<file path="config.mk">
export PLATFORM = sky130hd
export DESIGN_NAME = bcd_scan_driver
export DESIGN_NICKNAME = d
export VERILOG_FILES = /design/src/rtl/bcd_scan_driver.sv
export SDC_FILE = /design/constraint.sdc
export NUM_CORES = 1
export LEC_CHECK = 0
export ABC_CLOCK_PERIOD_IN_PS = 2900
export CAP_MARGIN = 20
export CORE_MARGIN = 5
export CORE_UTILIZATION = 48
export DETAILED_ROUTE_END_ITERATION = 8
export DONT_BUFFER_PORTS = 1
export PLACE_DENSITY_LB_ADDON = 0.15
export SETUP_SLACK_MARGIN = 0.1
export SLEW_MARGIN = 20
export SYNTH_ARGS = -nofsm -noshare
export SYNTH_HDL_FRONTEND = slang
export SYNTH_SLANG_ARGS = --single-unit
</file>
<file path="constraint.sdc">
create_clock -name clk -period 2.9 [get_ports clk]
set_input_delay 0.58 -clock clk [delete_from_list [all_inputs] [get_ports clk]]
set_output_delay 0.58 -clock clk [all_outputs]
set_load 0.1 [all_outputs]
</file>
<file path="src/rtl/bcd_scan_driver.sv">
// rtl/bcd_scan_driver.sv - time-multiplexed BCD digit scanner feeding a BCD-to-7-segment decoder
module bcd_scan_driver #(
    parameter int DIGITS       = 4,
    parameter int PRESCALE     = 50000,
    parameter int BLANK_CYCLES = 2
) (
    input  logic                  clk,
    input  logic                  rst,
    input  logic                  load,
    input  logic [4*DIGITS-1:0]   bcd_in,
    input  logic                  lz_blank_en,
    input  logic                  lamp_test,
    output logic [3:0]            D,
    output logic                  LE,
    output logic                  BL,
    output logic                  LT,
    output logic [DIGITS-1:0]     dig_sel,
    output logic                  frame_done
);

    localparam int CNT_W = (PRESCALE > 1) ? $clog2(PRESCALE) : 1;
    localparam int IDX_W = $clog2(DIGITS);

    localparam logic [CNT_W-1:0] CNT_MAX   = CNT_W'(PRESCALE - 1);
    localparam logic [IDX_W-1:0] IDX_MAX   = IDX_W'(DIGITS - 1);
    localparam logic [CNT_W-1:0] CNT_GUARD = CNT_W'(BLANK_CYCLES);

    typedef enum logic [0:0] {
        GUARD = 1'b0,
        SHOW  = 1'b1
    } slot_state_t;

    // With no guard cycles the slot starts directly in SHOW.
    localparam slot_state_t RST_STATE = (BLANK_CYCLES > 0) ? GUARD : SHOW;

    logic [CNT_W-1:0]    cnt, nxt_cnt;
    logic [IDX_W-1:0]    idx, nxt_idx;
    logic [4*DIGITS-1:0] display, nxt_display;
    logic [4*DIGITS-1:0] shadow, nxt_shadow;
    logic                pending, nxt_pending;
    slot_state_t         state, nxt_state;
    logic                frame_end;
    logic                nxt_frame_end;
    logic [DIGITS-1:0]   zero_above;
    logic                zero_run;
    logic [3:0]          cur_nib;
    logic                lz_hide;

    // Position of the next cycle, load/commit bookkeeping and slot transition.
    // Outputs are registered from these next-cycle values so that the cycle
    // presenting slot (idx, cnt) shows exactly that slot's digit.
    always_comb begin
        frame_end     = (cnt == CNT_MAX) && (idx == IDX_MAX);
        nxt_cnt       = (cnt == CNT_MAX) ? '0 : cnt + CNT_W'(1);
        nxt_idx       = idx;
        if (cnt == CNT_MAX) begin
            nxt_idx = (idx == IDX_MAX) ? '0 : idx + IDX_W'(1);
        end
        nxt_frame_end = (nxt_cnt == CNT_MAX) && (nxt_idx == IDX_MAX);

        nxt_display = display;
        nxt_shadow  = shadow;
        nxt_pending = pending;
        if (frame_end) begin
            // A load landing on the commit cycle goes straight to the display.
            if (load) begin
                nxt_display = bcd_in;
                nxt_pending = 1'b0;
            end else if (pending) begin
                nxt_display = shadow;
                nxt_pending = 1'b0;
            end
        end else if (load) begin
            nxt_shadow  = bcd_in;
            nxt_pending = 1'b1;
        end

        nxt_state = state;
        case (state)
            GUARD:   if (nxt_cnt == CNT_GUARD) nxt_state = SHOW;
            SHOW:    if (BLANK_CYCLES > 0 && nxt_cnt == '0) nxt_state = GUARD;
            default: nxt_state = RST_STATE;
        endcase
    end

    // Leading-zero mask: zero_above[i] is set when nibbles i..DIGITS-1 are all zero.
    always_comb begin
        zero_above = '0;
        zero_run   = 1'b1;
        for (int i = DIGITS - 1; i >= 0; i--) begin
            zero_run      = zero_run & (nxt_display[4*i +: 4] == 4'd0);
            zero_above[i] = zero_run;
        end
        cur_nib = nxt_display[{nxt_idx, 2'b00} +: 4];
        lz_hide = lz_blank_en && (nxt_idx != '0) && zero_above[nxt_idx];
    end

    // Scan counters, data registers, slot FSM and registered decoder outputs.
    always_ff @(posedge clk) begin
        if (rst) begin
            cnt        <= '0;
            idx        <= '0;
            display    <= '0;
            shadow     <= '0;
            pending    <= 1'b0;
            state      <= RST_STATE;
            D          <= 4'd0;
            LE         <= 1'b0;
            BL         <= 1'b0;
            LT         <= 1'b1;
            dig_sel    <= '0;
            frame_done <= 1'b0;
        end else begin
            cnt        <= nxt_cnt;
            idx        <= nxt_idx;
            display    <= nxt_display;
            shadow     <= nxt_shadow;
            pending    <= nxt_pending;
            state      <= nxt_state;
            D          <= cur_nib;
            LE         <= 1'b0;
            LT         <= ~lamp_test;
            frame_done <= nxt_frame_end;
            case (nxt_state)
                SHOW: begin
                    dig_sel <= DIGITS'(1) << nxt_idx;
                    BL      <= lamp_test | ~lz_hide;
                end
                default: begin
                    dig_sel <= '0;
                    BL      <= 1'b0;
                end
            endcase
        end
    end

endmodule

</file>
==> qor.json <==
{
  "sta": {
    "finalHoldWorstSlack_ps": 307,
    "fmax_ghz": 0.389,
    "finalCriticalPeriod_ps": 2570,
    "fraction_of_the_cycle_the_final_worst_path_needs_pct": 88.6,
    "worst_slew_pin_slew_ps": 982,
    "finalHoldViolCount": 0,
    "report.final.setup_viol": 0,
    "drv_slew": 0,
    "rsz0062_at_grt": "no",
    "slew_headroom_pct": 34.5,
    "clock_tree_skew_after_final_layout_ps": 13.1,
    "setup_slack_ps": 330,
    "setup_total_negative_slack_ps": 0
  },
  "cts": {
    "cts_buffer_depth": 2,
    "cts.sinks": 63,
    "cts_resized": 0,
    "cts-buffers-inserted": 9,
    "hold_buffers": 0,
    "clock_tree_from_tritoncts": "built",
    "clk-insertion-delay-late_ps": 340,
    "clkTransAtPathRegs_ps": 70,
    "cts.repair_timing.setup_buffer_count": 0,
    "htreeDepth": 3,
    "clockRootBuffer": "sky130_fd_sc_hd__clkbuf_8"
  },
  "synthesis": {
    "fraction_of_registers_with_async_set_or_reset_after_synthesis_pct": 0,
    "synthesis.area_mm2": 0.00322,
    "synth_seq_area_share_pct": 39.2,
    "netlist_top_cells_area": "sky130_fd_sc_hd__dfxtp_1, sky130_fd_sc_hd__nand2_1, sky130_fd_sc_hd__nor2_1",
    "synthDistinctLibCells": 64,
    "yosys_most_used_dff": "sky130_fd_sc_hd__dfxtp_1",
    "synth_edf_count": 0,
    "synth_seq_cells": 63,
    "yosysTopAreaCellShare_pct": 39.2,
    "yosysWarningCount": 0,
    "synth.most_common_cell": "sky130_fd_sc_hd__dfxtp_1",
    "netlist.top_cell.by_area": "sky130_fd_sc_hd__dfxtp_1",
    "syn_inst": 383,
    "postSynthNetCount": 409,
    "syn-mean-instance-area_um2": 8.40,
    "synth.top_cells.by_count": "sky130_fd_sc_hd__dfxtp_1, sky130_fd_sc_hd__nand2_1, sky130_fd_sc_hd__nor2_1"
  },
  "min_path": {
    "timing.hold.worst.class": "in -> reg",
    "worstHoldPathCells": 1,
    "whs_endpoint": "cnt[1]",
    "hold_start": "rst"
  },
  "job": {
    "max-cap-violations": 0
  },
  "final_layout": {
    "num-fill-cells": 598,
    "flow.area_growth_from_synthesis_pct": 6.96,
    "multiInputGateArea_mm2": 0.00178,
    "final_layout_size_suffix_gt1_share_pct": 10.7,
    "antenna_cells": 0,
    "sequential_cell_area_mm2": 0.00126,
    "design.final.nets": 404,
    "finalInstanceArea_mm2": 0.00344
  },
  "setup_path": {
    "critical-path-max-stage-delay_ps": 550,
    "destination_of_the_worst_register_to_register_timing_path": "BL",
    "critical_path_arrival_ps": 2760,
    "path_depth": 7,
    "startpoint": "cnt[2]",
    "worst_path_buffer_plus_inverter_count": 0,
    "ff2ff_setup_slack_ps": 330,
    "worstPathMaxFanout": 9,
    "worstSetupPathType": "reg -> reg",
    "startpoint_type": "register",
    "cp_cell_sequence": "nand4_1, nor4_1, xor2_1, nor4_2, o211ai_1, a32oi_2, a41oi_1",
    "end_kind": "register",
    "timing.critical_path.required_ps": 3090,
    "timing.rr.start": "cnt[2]",
    "r2r_cells": 7,
    "critical-path-slowest-cell": "sky130_fd_sc_hd__nor4_1",
    "timing.critical_path.max_delay_family": "simple AND/OR/NAND/NOR gates"
  },
  "die": {
    "die_height_um": 91.9,
    "die_width_um": 91.9,
    "floorplan.initialDensity_pct": 50.1,
    "die_area_mm2": 0.00844,
    "core-area_mm2": 0.00642,
    "ios": 33,
    "row_count": 29
  },
  "drt": {
    "drtAntennaViolNets": 0,
    "routed_via_density": 5.88,
    "wirelength_mm": 7.72,
    "drtIter0Drc": 172,
    "number_of_optimization_iterations_in_the_first_detailed_route_pass": 5,
    "detail_route.drc_violations": 0,
    "vias": 2706,
    "route.detailed.wl_per_inst_um": 16.8
  },
  "global_routing": {
    "grt_util_all_layers_pct": 18.5,
    "grt_max_degree": 42,
    "first_global_vias": 2507,
    "grt_pass1_wl_mm": 12.6,
    "gr-total-overflow": 0,
    "number_of_antenna_violations_at_the_first_check_in_global_routing": 0
  },
  "pwr": {
    "power.ir.vdd_worst_mv": 0.334,
    "p_clk_share_pct": 42.6,
    "leakage_nw": 1.30,
    "p_sw_uw": 446,
    "combPwrFrac_pct": 4.9,
    "power-per-cell-area_mw_per_mm2": 520,
    "power.share.sequential_pct": 52.5,
    "design_power_total_mw": 1.79,
    "power.switching_fraction_pct": 24.9,
    "intPower_mw": 1.34
  },
  "place": {
    "placement.io_buffers": 0,
    "placed_cell_area_mm2": 0.00322,
    "place_ws_ps": 150,
    "place.gp.congestion": 0.839,
    "place_hpwl_mm": 5.48
  },
  "run_status": {
    "outcome": "finished clean"
  }
}
-- worst register-to-register path, cell delays in order (launching register included) --
cell	delay, ps
sky130_fd_sc_hd__dfxtp_1	510
sky130_fd_sc_hd__nand4_1	330
sky130_fd_sc_hd__nor4_1	550
sky130_fd_sc_hd__xor2_1	150
sky130_fd_sc_hd__nor4_2	310
sky130_fd_sc_hd__o211ai_1	140
sky130_fd_sc_hd__a32oi_2	360
sky130_fd_sc_hd__a41oi_1	80
-- logic make-up (layout without fill, tap and decap cells) --
kind of cell               count (synthesis)  after routing  synth area share [%]
and+or+nand+nor                          186            186                  30.0
AOI/OAI and AO/OA                         72             72                  16.2
DFF                                       63             63                  39.2
buffers and inverters                     34             34                  6.07
xor gates and xnor gates                  15             15                  4.08
muxes                                      7              7                  2.37
adders and majority gates                  5              5                  1.94
other                                      1              1                 0.117
-- placed cells by master, fill, tap and decap left out, types with 3 or more instances in the layout --
cell / netlist / layout
sky130_fd_sc_hd__o311a_1: 3 / 3
sky130_fd_sc_hd__and2_1: 8 / 8
sky130_fd_sc_hd__inv_1: 9 / 9
sky130_fd_sc_hd__nor3_1: 20 / 20
sky130_fd_sc_hd__and4_1: 5 / 5
sky130_fd_sc_hd__and3_1: 4 / 4
sky130_fd_sc_hd__nor2_1: 49 / 49
sky130_fd_sc_hd__ha_1: 5 / 4
sky130_fd_sc_hd__xor2_1: 4 / 4
sky130_fd_sc_hd__clkbuf_8: 0 / 10
sky130_fd_sc_hd__a211o_1: 3 / 3
sky130_fd_sc_hd__o22ai_1: 4 / 4
sky130_fd_sc_hd__xnor2_1: 11 / 11
sky130_fd_sc_hd__nand3_1: 14 / 14
sky130_fd_sc_hd__nor4_1: 5 / 3
sky130_fd_sc_hd__buf_4: 5 / 9
sky130_fd_sc_hd__o21ai_0: 4 / 4
sky130_fd_sc_hd__mux2i_1: 5 / 5
sky130_fd_sc_hd__o22a_1: 7 / 7
sky130_fd_sc_hd__nand4_1: 6 / 6
sky130_fd_sc_hd__a32oi_1: 7 / 7
sky130_fd_sc_hd__a31oi_1: 5 / 5
sky130_fd_sc_hd__a21oi_1: 19 / 19
sky130_fd_sc_hd__nand2_1: 53 / 53
sky130_fd_sc_hd__o21ai_1: 3 / 3
sky130_fd_sc_hd__dfxtp_1: 63 / 63
-- how the worst max path moves through the flow --
stage          slack (ps)         end
2_1_floorplan         480  dig_sel[2]
6_report              330          BL
5_1_grt               100          BL
4_1_cts               130          BL
3_5_place_dp          150          BL
3_3_place_gp          250          BL
-- area by class of cell --
class	count	share of cell area, %
clock inverter	5	1.64
timing repair buffer	9	1.96
multi-input combinational	286	51.9
sequential	63	36.7
inverter	9	0.982
clock buffer	11	4.11
tap	77	2.80
-- power by group through the flow --
stage | combinational (mW) | clock [mW] | sequential [mW]
2_1_floorplan | 0.0844 | 0 | 0.952
3_3_place_gp | 0.0874 | 0 | 0.958
3_5_place_dp | 0.0879 | 0 | 0.958
4_1_cts | 0.0882 | 0.779 | 0.939
5_1_grt | 0.0993 | 0.832 | 0.942
6_report | 0.0875 | 0.763 | 0.938
-- sequential cells by signal (all words and copies together), names as in the netlist --
name / count
pending: 1
idx: 2
LT: 1
shadow: 16
state: 1
cnt: 16
display: 16
D: 4
BL: 1
frame_done: 1
dig_sel: 4
-- layer usage --
metal / wire length [um] / vias up / global-route usage, %
met4: 153 / 0 / 7.67
met2: 3200 / 73 / 25.6
met5: 0 / - / 0
met3: 581 / 12 / 5.56
met1: 3780 / 1254 / 26.6
li1: - / 1367 / -
-- through the flow --
| stage | util [%] | std cells |
|---|---|---|
| final | 53.6 | 460 |
| after global routing | 53.6 | 460 |
| after CTS | 53.2 | 460 |
| after detailed placement | 50.1 | 444 |
| after global placement | 50.1 | 444 |
| after floorplan | - | 383 |
Note: power is estimated with default switching activity, not from simulation.
